### config.mk
export PLATFORM = sky130hd
export DESIGN_NAME = flag_scheduler
export DESIGN_NICKNAME = d
export VERILOG_FILES = /design/src/rtl/flag_scheduler_pkg.sv /design/src/rtl/flag_button_sync.sv /design/src/rtl/flag_scheduler.sv
export SDC_FILE = /design/constraint.sdc
export NUM_CORES = 1
export LEC_CHECK = 0
export ABC_AREA = 1
export CAP_MARGIN = 30
export CORE_AREA = 5 5 76 78
export CTS_BUF_LIST = sky130_fd_sc_hd__clkbuf_4 sky130_fd_sc_hd__clkbuf_8
export CTS_CLUSTER_DIAMETER = 100
export DETAILED_ROUTE_END_ITERATION = 12
export DIE_AREA = 0 0 81 83
export SYNTH_ARGS = -nofsm -noshare
export SYNTH_HDL_FRONTEND = slang
export SYNTH_SLANG_ARGS = --single-unit
### constraint.sdc
create_clock -name clk -period 5.45 [get_ports clk]
set_input_delay 1.09 -clock clk [delete_from_list [all_inputs] [get_ports clk]]
set_output_delay 1.09 -clock clk [all_outputs]
set_load 0.05 [all_outputs]
### src/rtl/flag_scheduler_pkg.sv
// rtl/flag_scheduler_pkg.sv - shared state encodings, LFSR constants and defaults for flag_scheduler
package flag_scheduler_pkg;

  typedef enum logic [1:0] {
    ST_MANUAL   = 2'd0,
    ST_AUTO     = 2'd1,
    ST_OVERRIDE = 2'd2
  } fs_state_t;

  localparam int         DEF_NUM_FLAGS = 12;
  localparam logic [7:0] LFSR_SEED     = 8'hA5;
  // x^8+x^6+x^5+x^4+1 in right-shifting Galois form
  localparam logic [7:0] LFSR_TAPS     = 8'hB8;

  function automatic logic [7:0] lfsr_step(input logic [7:0] v);
    lfsr_step = (v >> 1) ^ (v[0] ? LFSR_TAPS : 8'h00);
  endfunction

endpackage

### src/rtl/flag_button_sync.sv
// rtl/flag_button_sync.sv - 2-flop button synchroniser with once-per-frame press detector
module flag_button_sync (
  input  logic clk,
  input  logic reset,
  input  logic i_btn,
  input  logic i_tick,
  output logic o_press
);
  logic r_s1, r_s2, r_frame;

  // Sampling only at frame ticks rejects any bounce shorter than a frame
  always_ff @(posedge clk or posedge reset) begin
    if (reset) begin
      r_s1    <= 1'b0;
      r_s2    <= 1'b0;
      r_frame <= 1'b0;
    end else begin
      r_s1 <= i_btn;
      r_s2 <= r_s1;
      if (i_tick) r_frame <= r_s2;
    end
  end

  assign o_press = i_tick & r_s2 & ~r_frame;

endmodule

### src/rtl/flag_scheduler.sv
// rtl/flag_scheduler.sv - frame-synchronous flag selector: auto-cycle, next/prev buttons, override hold
// Optional shuffled auto-advance with FLAG_SCHED_SHUFFLE_EN.
module flag_scheduler
  import flag_scheduler_pkg::*;
#(
  parameter int   NUM_FLAGS       = DEF_NUM_FLAGS,
  parameter int   SEL_W           = 4,
  parameter int   HOLD_FRAMES     = 180,
  parameter int   OVERRIDE_FRAMES = 600,
  parameter logic VSYNC_POL       = 1'b0
) (
  input  logic             clk,
  input  logic             reset,
  input  logic             vsync,
  input  logic             btn_next,
  input  logic             btn_prev,
  input  logic             auto_en,
  output logic [SEL_W-1:0] flag_sel,
  output logic             sel_changed,
  output logic [9:0]       hold_cnt
);
  logic             r_vs, r_vs_d, r_auto_s1, r_auto_s2;
  logic             w_tick, w_press_next, w_press_prev;
  logic             w_step_next, w_step_prev, w_press;
  fs_state_t        r_state, w_state_nx;
  logic [SEL_W-1:0] r_idx, w_idx_nx, w_idx_next, w_idx_prev, w_idx_btn, w_idx_auto;
  logic [9:0]       r_hold, w_hold_nx;
  logic             r_changed;

  // vsync regs reset to the active level so a reset released mid-pulse cannot fake a tick
  always_ff @(posedge clk or posedge reset) begin
    if (reset) begin
      r_vs      <= VSYNC_POL;
      r_vs_d    <= VSYNC_POL;
      r_auto_s1 <= 1'b0;
      r_auto_s2 <= 1'b0;
    end else begin
      r_vs      <= vsync;
      r_vs_d    <= r_vs;
      r_auto_s1 <= auto_en;
      r_auto_s2 <= r_auto_s1;
    end
  end

  assign w_tick = (r_vs == VSYNC_POL) && (r_vs_d != VSYNC_POL);

  flag_button_sync u_btn_next (
    .clk(clk), .reset(reset), .i_btn(btn_next), .i_tick(w_tick), .o_press(w_press_next)
  );
  flag_button_sync u_btn_prev (
    .clk(clk), .reset(reset), .i_btn(btn_prev), .i_tick(w_tick), .o_press(w_press_prev)
  );

  // Both buttons in one frame cancel out
  assign w_step_next = w_press_next & ~w_press_prev;
  assign w_step_prev = w_press_prev & ~w_press_next;
  assign w_press     = w_step_next | w_step_prev;

  assign w_idx_next = (r_idx == SEL_W'(NUM_FLAGS - 1)) ? '0 : r_idx + SEL_W'(1);
  assign w_idx_prev = (r_idx == '0) ? SEL_W'(NUM_FLAGS - 1) : r_idx - SEL_W'(1);
  assign w_idx_btn  = w_step_next ? w_idx_next : (w_step_prev ? w_idx_prev : r_idx);

`ifdef FLAG_SCHED_SHUFFLE_EN
  logic [7:0]       r_lfsr;
  logic [SEL_W-1:0] w_cand_raw, w_cand;

  always_ff @(posedge clk or posedge reset) begin
    if (reset)       r_lfsr <= LFSR_SEED;
    else if (w_tick) r_lfsr <= lfsr_step(r_lfsr);
  end

  assign w_cand_raw = r_lfsr[SEL_W-1:0];
  assign w_cand     = (int'(w_cand_raw) >= NUM_FLAGS) ? w_cand_raw - SEL_W'(NUM_FLAGS) : w_cand_raw;
  assign w_idx_auto = (w_cand == r_idx) ? w_idx_next : w_cand;
`else
  assign w_idx_auto = w_idx_next;
`endif

  always_ff @(posedge clk or posedge reset) begin
    if (reset) begin
      r_state   <= ST_MANUAL;
      r_idx     <= '0;
      r_hold    <= '0;
      r_changed <= 1'b0;
    end else begin
      r_state   <= w_state_nx;
      r_idx     <= w_idx_nx;
      r_hold    <= w_hold_nx;
      r_changed <= (w_idx_nx != r_idx);
    end
  end

  always_comb begin
    w_state_nx = r_state;
    w_idx_nx   = r_idx;
    w_hold_nx  = r_hold;
    if (w_tick) begin
      if (!r_auto_s2) begin
        w_state_nx = ST_MANUAL;
        w_hold_nx  = '0;
        w_idx_nx   = w_idx_btn;
      end else begin
        case (r_state)
          ST_AUTO: begin
            // A press outranks an auto-advance due in the same frame
            if (w_press) begin
              w_state_nx = ST_OVERRIDE;
              w_idx_nx   = w_idx_btn;
              w_hold_nx  = '0;
            end else if (r_hold == 10'(HOLD_FRAMES - 1)) begin
              w_idx_nx  = w_idx_auto;
              w_hold_nx = '0;
            end else begin
              w_hold_nx = r_hold + 10'd1;
            end
          end
          ST_OVERRIDE: begin
            if (w_press) begin
              w_idx_nx  = w_idx_btn;
              w_hold_nx = '0;
            end else if (r_hold == 10'(OVERRIDE_FRAMES - 1)) begin
              w_state_nx = ST_AUTO;
              w_hold_nx  = '0;
            end else begin
              w_hold_nx = r_hold + 10'd1;
            end
          end
          default: begin
            w_state_nx = ST_AUTO;
            w_hold_nx  = '0;
            w_idx_nx   = w_idx_btn;
          end
        endcase
      end
    end
  end

  assign flag_sel    = r_idx;
  assign sel_changed = r_changed;
  assign hold_cnt    = r_hold;

endmodule

==> flow_summary.json <==
{
  "cts-root-buf": "clkbuf_8",
  "design.core.area_um2": 5010,
  "worst_slew_margin_rel_pct": 62.3,
  "synth_top_area_share_pct": 39.4,
  "vdd_drop_max_mv": 0.210,
  "avgSynthCellArea_um2": 7.45,
  "p_leak_nw": 0.932,
  "slew_viol_final": 0,
  "path_max_fanout": 23,
  "antenna_left": 0,
  "synth_area_leader_cell": "dfrtp_1",
  "io_buffers": 20,
  "num_vias": 1501,
  "place.gp.congestion": 0.840,
  "drt_iter0_drc": 69,
  "crit_arrival_ns": 3.04,
  "grt_pass1_vias": 1413,
  "dr.pass1.iters": 4,
  "cts_max_level": 1,
  "ios": 21,
  "start_util_pct": 34.2,
  "finalCritPeriodShare_pct": 52.5,
  "top_layer": "met4",
  "gr-total-overflow": 0,
  "yosys-top-cells-area": "dfrtp_1 (39%), nand2_1 (13%), inv_1 (6.6%)",
  "cts.clk_slew.worst_paths_ns": 0.10,
  "vias_per_cell": 4.69,
  "grt_setup_unrepaired": "false",
  "critPathKind": "reg2reg",
  "p_per_area_nw_per_um2": 367,
  "drcViolationCount": 0,
  "grt_antenna_before_repair": 0,
  "hp-class": "reg2reg",
  "cts_hold_buf": 0,
  "die_h_um": 83,
  "die_x_um": 81,
  "grt_pass1_wl_um": 6290,
  "ys_seq_area_share_pct": 39.4,
  "critPathCaptureType": "flip-flop",
  "clock.fmax_ghz": 0.349,
  "r2r_setup_slack_ns": 2.59,
  "synthCells": 230,
  "setup_viol": 0,
  "track_usage_pct": 11.7,
  "rows": 26,
  "ctsResizeCount": 0,
  "area_growth_pct": 18.6,
  "cp.required_ns": 5.63,
  "grt_start_max_net_pins": 24,
  "wl_met3_um": 161,
  "dp_slack_ns": 2.57,
  "final.setup_skew_ns": 0.00614,
  "wl_um": 3580,
  "cts_made_buffers": 3,
  "nNetsFinal": 264,
  "holdWs_ns": 0.355,
  "synth.net_count": 243,
  "cts_tree": "built",
  "syn_area_um2": 1710,
  "fin_ws_ns": 2.59,
  "maxCapViolCount": 0,
  "finalHoldViolations": 0,
  "route.met2.wl_um": 1660,
  "status": "completed",
  "tightest_slew_ns": 0.566,
  "wl_met1_um": 1720,
  "yosys_warnings": 0,
  "startpoint_type": "flip-flop",
  "setup_tns_ns": 0,
  "yosysUniqueCellTypes": 31,
  "routedWlPerCell_um": 11.2,
  "post-cts-setup-buffers": 0,
  "drive_above_1_share_pct": 9.60,
  "finalCriticalPeriod_ns": 2.86,
  "ys_seq_elements": 27,
  "clk_latency_ns": 0.28,
  "cts_sinks": 27,
  "n_antenna_cell": 0,
  "place_hpwl_um": 2830,
  "cts.path.max_buffers": 2,
  "dieArea_um2": 6720
}
cell type report:
type | instances | area [µm²]
repair buffers | 21 | 228
flip-flops and latches | 27 | 676
well taps | 70 | 87.6
inverters | 35 | 133
multi-input cells | 163 | 860
fillers | 526 | 2980
clock buffers | 3 | 41.3
clock inverters | 1 | 8.76
flip-flops by register name (all words and copies together), names as in the netlist:
register and count:
flag_sel 4, hold_cnt 10, r_auto_s1 1, r_auto_s2 1, r_state 2, r_vs 1
r_vs_d 1, sel_changed 1, u_btn_next.r_frame 1, u_btn_next.r_s1 1, u_btn_next.r_s2 1, u_btn_prev.r_frame 1
u_btn_prev.r_s1 1, u_btn_prev.r_s2 1
cells in the mapped netlist:
cell type and n:
o21ai_0 10, buf_4 1, nor2_4 1, buf_6 3, o21ai_1 9, and2_1 1, nand2_1 61, nand4_1 3
o211ai_1 5, inv_1 30, nand3_1 19, dfrtp_1 27, nand3_2 3, nand2_2 4, nor3b_1 1, nor3_4 1
inv_2 4, o2bb2ai_1 1, o21ai_2 1, buf_2 1, a21boi_0 1, o21bai_1 1, clkinv_2 1, or2_1 1
ha_1 7, nor3_1 2, nor2_2 4, a211oi_1 1, a21oi_1 5, nor2_1 18, xor2_1 3
kinds of logic after synthesis:
kind of cell,Yosys count,synth area share (%)
compound gates,34,11.5
xor+xnor,3,1.53
fa+ha+maj,7,5.11
buf+inv,40,10.4
flops,27,39.4
simple gates,119,32.0
worst max-delay path, stage by stage, from the launching register on:
cell and delay (ns):
dfrtp_1 0.38, inv_1 0.04, or2_1 0.35, clkinv_2 0.36, nand2_1 0.18, nor2_1 0.07
ha_1 0.36, nand3_1 0.23, nor2_4 0.19, inv_2 0.07, o21ai_1 0.09, nand2_1 0.09
nand3_1 0.07, nand2_1 0.06, nor2_1 0.15, nand2_1 0.07
cells in the final DEF, fill, tap and decap left out, drive strengths merged:
cell	Yosys	routed
o21ai	20	20
a211oi	1	1
nor3b	1	1
a21boi	1	1
nor2	23	23
nand2	65	65
clkbuf	0	3
o211ai	5	5
o2bb2ai	1	1
dfrtp	27	27
o21bai	1	1
and2	1	1
or2	1	1
inv	34	35
xor2	3	3
buf	5	1
clkinv	1	1
nand3	22	22
nand4	3	3
a21oi	5	5
nor3	3	3
ha	7	7
clkdlybuf4s50	0	20
per-stage QoR:
step                util (%)  total power [mW]  cells  cell area [µm²]
floorplan                  -             0.544    230             1710
global placement        39.0             0.626    315             1960
detailed placement      39.6             0.630    316             1980
CTS                     40.6             0.758    320             2030
global route            40.6             0.809    320             2030
finish                  40.6             0.747    320             2030
report_power, final:
group          switching [mW]  total, mW  internal [mW]
registers              0.0461      0.276          0.230
clock network          0.0684      0.122         0.0538
logic                   0.229      0.349          0.120
total                   0.343      0.747          0.403
path summary, 6_finish.rpt:
| check | start | end | depth (start not counted) |
|---|---|---|---|
| max | r_vs_d | sel_changed | 15 |
| min | u_btn_next.r_s1 | u_btn_next.r_s2 | 0 |
| max reg2reg | r_vs_d | sel_changed | 15 |
| min reg2reg | u_btn_next.r_s1 | u_btn_next.r_s2 | 0 |
| max in group asynchronous | reset | u_btn_next.r_frame | 3 |
| min in group asynchronous | reset | r_vs_d | 2 |
metal layers:
metal,vias to the layer above,track usage [%]
met5,-,0
met2,31,18.9
met1,688,15.8
met3,4,2.27
li1,778,-
met4,0,3.23
No activity file was read; power rests on OpenSTA's default activity.
